==> src/rtl/md5_pad_packer.sv <==
// md5_pad_packer: packs a little-endian 32-bit word stream into 512-bit MD5
// blocks. It inserts the 0x80 pad byte and the 64-bit bit-length field, and
// adds an extra trailing block when the length field does not fit.
//
// Handshakes: a transfer happens on a rising edge where valid & ready are both
// high. A source holds valid and its payload stable until that edge, and valid
// never depends on ready. Here in_ready is high only in FILL and blk_valid only
// in OUT, so the two handshakes can never happen in the same cycle.
module md5_pad_packer #(
  parameter int LEN_W = 64
) (
  input  logic         clk,
  input  logic         rst,
  input  logic         in_valid,
  output logic         in_ready,
  input  logic [31:0]  in_data,
  input  logic         in_last,
  input  logic [1:0]   in_nbytes,
  output logic         blk_valid,
  input  logic         blk_ready,
  output logic [511:0] blk_data,
  output logic         blk_first,
  output logic         blk_last,
  output logic         state_dbg
);

  typedef enum logic {
    FILL = 1'b0,
    OUT  = 1'b1
  } state_t;

  state_t             state;
  state_t             state_nxt;
  logic [511:0]       blk_buf;
  logic [3:0]         widx;
  logic [LEN_W-1:0]   len;
  logic               pending_extra;
  logic               extra_has_pad;
  logic               first_pending;

  logic               in_fire;
  logic               blk_fire;
  logic [2:0]         nb;
  logic [31:0]        byte_mask;
  logic [31:0]        pad_word;
  logic [31:0]        wdata;
  logic [5:0]         len_add;
  logic [LEN_W-1:0]   len_inc;
  logic               fits;
  logic               block_done;
  logic [511:0]       buf_fill;
  logic [511:0]       extra_blk;

  assign in_ready  = (state == FILL) && !rst;
  assign in_fire   = in_valid && in_ready;
  assign blk_valid = (state == OUT);
  assign blk_fire  = blk_valid && blk_ready;
  assign blk_data  = blk_valid ? blk_buf : '0;
  assign state_dbg = state;

  // Decode the incoming word: byte count, masking, pad placement, new length.
  always_comb begin
    nb = (in_nbytes == 2'd0) ? 3'd4 : {1'b0, in_nbytes};
    byte_mask = '0;
    for (int k = 0; k < 4; k++) begin
      if (k < int'(nb)) byte_mask[8*k +: 8] = 8'hff;
    end
    pad_word = 32'h80 << {nb[1:0], 3'b000};
    wdata = in_data;
    if (in_last) begin
      wdata = in_data & byte_mask;
      if (nb != 3'd4) wdata = wdata | pad_word;
    end
    len_add = in_last ? {nb, 3'b000} : 6'd32;
    len_inc = len + {{(LEN_W-6){1'b0}}, len_add};
    // The length field fits when the 0x80 byte lands in word 13 or earlier.
    fits = in_last && (((nb != 3'd4) && (widx <= 4'd13)) ||
                       ((nb == 3'd4) && (widx <= 4'd12)));
    block_done = in_last || (widx == 4'd15);
  end

  // Build the buffer image after accepting the current word, and the extra block.
  always_comb begin
    buf_fill = blk_buf;
    buf_fill[{widx, 5'b00000} +: 32] = wdata;
    if (in_last && (nb == 3'd4) && (widx != 4'd15))
      buf_fill[{widx + 4'd1, 5'b00000} +: 32] = 32'h80;
    if (fits) buf_fill[511:448] = len_inc;
    extra_blk = '0;
    extra_blk[511:448] = len;
    if (!extra_has_pad) extra_blk[31:0] = 32'h80;
  end

  // Next-state logic: fill until a block is complete, then hold it until consumed.
  always_comb begin
    state_nxt = state;
    case (state)
      FILL: if (in_fire && block_done) state_nxt = OUT;
      OUT:  if (blk_fire && !pending_extra) state_nxt = FILL;
      default: state_nxt = FILL;
    endcase
  end

  // State register.
  always_ff @(posedge clk) begin
    if (rst) state <= FILL;
    else     state <= state_nxt;
  end

  // Datapath: buffer writes, word index, length counter and block flags.
  always_ff @(posedge clk) begin
    if (rst) begin
      blk_buf       <= '0;
      widx          <= '0;
      len           <= '0;
      pending_extra <= 1'b0;
      extra_has_pad <= 1'b0;
      first_pending <= 1'b1;
      blk_first     <= 1'b0;
      blk_last      <= 1'b0;
    end else if (in_fire) begin
      blk_buf <= buf_fill;
      widx    <= widx + 4'd1;
      len     <= len_inc;
      if (block_done) begin
        blk_first     <= first_pending;
        first_pending <= 1'b0;
        blk_last      <= fits;
        if (in_last && !fits) begin
          pending_extra <= 1'b1;
          // Only a full last word in slot 15 leaves the pad byte for the extra block.
          extra_has_pad <= !((nb == 3'd4) && (widx == 4'd15));
        end
      end
    end else if (blk_fire) begin
      if (pending_extra) begin
        blk_buf       <= extra_blk;
        blk_first     <= 1'b0;
        blk_last      <= 1'b1;
        pending_extra <= 1'b0;
      end else begin
        blk_buf   <= '0;
        widx      <= '0;
        blk_first <= 1'b0;
        blk_last  <= 1'b0;
        if (blk_last) begin
          len           <= '0;
          first_pending <= 1'b1;
        end
      end
    end
  end

endmodule

==> config.mk <==
export PLATFORM = sky130hd
export DESIGN_NAME = md5_pad_packer
export DESIGN_NICKNAME = d
export VERILOG_FILES = /design/src/rtl/md5_pad_packer.sv
export SDC_FILE = /design/constraint.sdc
export NUM_CORES = 1
export LEC_CHECK = 0
export CAP_MARGIN = 20
export CORE_UTILIZATION = 52
export CTS_CLUSTER_DIAMETER = 150
export CTS_CLUSTER_SIZE = 20
export DETAILED_ROUTE_END_ITERATION = 10
export HOLD_SLACK_MARGIN = 0.1
export PLACE_DENSITY_LB_ADDON = 0.25
export SLEW_MARGIN = 0
export SYNTH_ARGS = -nofsm -noshare
export SYNTH_HDL_FRONTEND = slang
export SYNTH_SLANG_ARGS = --single-unit
==> constraint.sdc <==
create_clock -name clk -period 3.8 [get_ports clk]
set_input_delay 0.38 -clock clk [delete_from_list [all_inputs] [get_ports clk]]
set_output_delay 0.38 -clock clk [all_outputs]
set_load 0.02 [all_outputs]
==> key figures <==
Outcome
  • Status: finished clean

GRT
  • Total gr overflow: 0
  • Largest net degree at the start of global routing: 171
  • Initial antenna violation count: 5
  • Vias in the first global route: 26074
  • First-pass GRT wire length: 165 mm
  • Gr usage total: 40.2%

STA
  • Hold Slack: 0.468 ns
  • Fin crit share: 94.7%
  • Worst-Margin Slew: 1.16 ns
  • Worst slew margin: 22.6%
  • Final hold vios: 0
  • F_max: 0.278 GHz
  • Finish-stage setup viols: 0
  • Clk_skew: 0.0379 ns
  • Max-slew violation count: 0
  • Final critical-path required period: 3.60 ns
  • RSZ-0062 raised after global routing: false

Clock network
  • # clock sinks: 583
  • Clock Path Buffers: 3
  • Htree depth: 2
  • Clock latency on the worst-skew pair: 0.60 ns
  • Number of CTS-inserted buffers: 35
  • Root buffer cell: clkbuf_16
  • Clock tree from TritonCTS: built
  • Clock edge transition at the registers on the reported setup and hold paths: 0.10 ns

Yosys
  • Post-Synthesis Cells: 3166
  • Mapped Nets: 3219
  • Post-synth ARST share: 0%
  • Yosys warning count: 0
  • Avg Cell Area, Syn: 8.62 um^2
  • Number of enable flip-flop cells after synthesis: 0
  • Post-synthesis register bit count: 583
  • Ys flop type: dfxtp_1
  • Synth unique cells: 85
  • Post-synthesis sequential area ratio: 42.7%
  • Mapped Area: 0.0273 mm^2

Placement
  • Detailed Place HPWL: 75.9 mm
  • Placed Cells: 4239
  • IO Port Bufs: 555
  • DP Area: 0.0340 mm^2
  • Routability-driven placement congestion ratio: 0.984

Final layout
  • Commonest non-fill, non-tap cell in the layout: dfxtp_1
  • Area growth syn-to-layout: 28.1%
  • Most frequent cells in the layout: dfxtp_1, clkdlybuf4s50_1, and2_1
  • Final nets: 3652
  • Fraction of layout cells with a size suffix above 1: 6.83%
  • Max reg flops: 512
  • Largest Register: blk_buf
  • Finished layout cell area: 0.0350 mm^2
  • Fin cells: 4285
  • Biggest regs: blk_buf x512, len x61, widx x4

Floorplan
  • Core footprint: 0.0516 mm^2
  • Row cnt: 83
  • Starting Density: 52.9%
  • Die ar.: 0.0534 mm^2
  • Die height: 231 um
  • # IOs: 556
  • Die width: 231 um

Critical path
  • Largest delay share family, worst path: buffers and inverters
  • Crit path buf inv count: 2
  • FF-to-FF setup slack: 0.40 ns
  • Crit Path Max Fanout: 120
  • WS Path Type: flip-flop to output port
  • Slowest stage delay, CP: 0.81 ns
  • Worst R2R End: blk_buf[133]
  • CP Capture Type: output port
  • CP cell instances: buf_4 > and2_1 > clkdlybuf4s50_1
  • R2R depth: 9
  • Critical path's slowest cell: dfxtp_4
  • CP Capture Point: blk_data[404]
  • CP required: 3.42 ns
  • Worst path depth: 3
  • R2r startpoint: widx[1]
  • WP data arrival: 3.22 ns
  • CP startpoint: blk_valid
  • Critical path startpoint category: flip-flop

Pwr
  • Pwr per Cell Area: 320 mW/mm^2
  • Leak pwr: 12.6 nW
  • Max VDD drop: 0.247 mV

Detailed routing
  • Drt initial violations: 3634
  • Routed wire length: 112 mm
  • Vias/cell: 6.47
  • DR vias: 27727
  • Final routed DRC violation total: 0
  • TritonRoute pass-1 iters: 7
  • Drt wl/cell: 26.0 um
  • Post-DRT Antenna Nets: 0

Min path
  • HP Class: flip-flop to flip-flop

Run
  • Max-Cap Viols: 0
synthesized netlist by cell type (6+ instances only):
cell type,instances,share of area [%]
xor2_1,11,0.35
nor4_1,17,0.39
nor2_1,329,4.5
o2bb2ai_1,31,0.99
or3_1,15,0.34
inv_1,22,0.30
o22ai_1,19,0.44
a311oi_1,23,0.74
o31ai_1,21,0.58
dfxtp_1,583,43
mux2i_1,9,0.33
nor3_1,49,0.90
or4_1,14,0.38
buf_1,11,0.15
nand4_1,23,0.53
a222oi_1,6,0.22
and2_1,534,12
a221oi_1,29,0.93
a31oi_1,28,0.64
nand2b_1,8,0.18
nand3b_1,9,0.25
o21ai_0,126,2.3
clkbuf_1,257,3.5
a31o_2,6,0.19
a221o_1,12,0.44
xnor2_1,12,0.38
a21oi_1,96,1.8
nand2_1,168,2.3
o21a_1,8,0.22
a22o_1,296,9.5
nand3_1,43,0.79
a32oi_1,56,1.8
a211oi_1,18,0.49
or2_2,6,0.14
a21o_1,14,0.38
buf_2,37,0.68
ha_1,13,0.60
nor3b_1,8,0.22
and3_1,20,0.46
nor2b_1,12,0.27
a22oi_1,86,2.4
stage by stage:
step,setup WS [ns],util (%),total power [mW],setup TNS (ns)
4_1_cts,0.192,67.6,11.1,0
3_3_place_gp,-0.0520,65.8,7.41,-0.132
6_report,0.200,67.7,11.2,0
2_1_floorplan,0.357,-,6.90,0
3_5_place_dp,-0.127,65.8,7.43,-1.20
5_1_grt,0.0333,67.7,11.4,0
layout make-up:
cell class | instances | area (um^2)
antenna | 3 | 7.51
sequential | 583 | 11700
clock inverter | 4 | 46.3
inverter | 23 | 86.3
fill | 4177 | 16600
timing repair buffer | 704 | 6860
tap | 680 | 851
multi-input combinational | 2252 | 14600
clock buffer | 36 | 880
metal layers:
layer | wire [um] | global-route usage [%] | part of all wire (%) | up-vias
li1 | - | - | - | 12242
met1 | 43200 | 51.9 | 39 | 13366
met2 | 48300 | 60.0 | 43 | 1764
met3 | 13000 | 10.6 | 12 | 345
met4 | 7050 | 24.0 | 6.3 | 10
met5 | 76 | 0 | 0.068 | -
cells by family (layout without fill, tap and decap cells):
logic type      count (synthesis)  after routing  share of synthesized area (%)
compound gates                927            927                           25.9
xor+xnor                       23             23                          0.738
fa+ha+maj                      14             14                          0.669
buf+inv                       331            767                           4.75
flops                         583            583                           42.7
mux                             9              9                          0.330
other cells                     0              3                              0
simple gates                 1279           1279                           24.9
worst min-delay path by stage:
| stage | startpoint | end | slack [ns] | cells after the start |
|---|---|---|---|---|
| finish | blk_buf[440] | blk_buf[440] | 0.47 | 1 |
| CTS | in_data[18] | blk_buf[146] | 0.47 | 3 |
| floorplan | blk_buf[184] | blk_buf[184] | 0.42 | 1 |
| global placement | blk_buf[446] | blk_buf[446] | 0.44 | 1 |
| global route | blk_buf[186] | blk_buf[186] | 0.48 | 1 |
| detailed placement | blk_buf[440] | blk_buf[440] | 0.44 | 1 |
repair_timing:
| action | 4_1_cts | 5_1_grt |
|---|---|---|
| buffers inserted | 0 | 0 |
| endpoints found under the hold margin | 5 | 0 |
| gates resized for setup | 0 | 0 |
| hold buffers | 1 | 0 |
power breakdown:
part / switching [mW] / internal [mW] / leakage (nW)
Combinational: 0.862 / 0.292 / 7.48
Sequential: 0.0483 / 6.15 / 4.70
Clock: 2.16 / 1.68 / 0.456
Note: power is estimated with default switching activity, not from simulation.
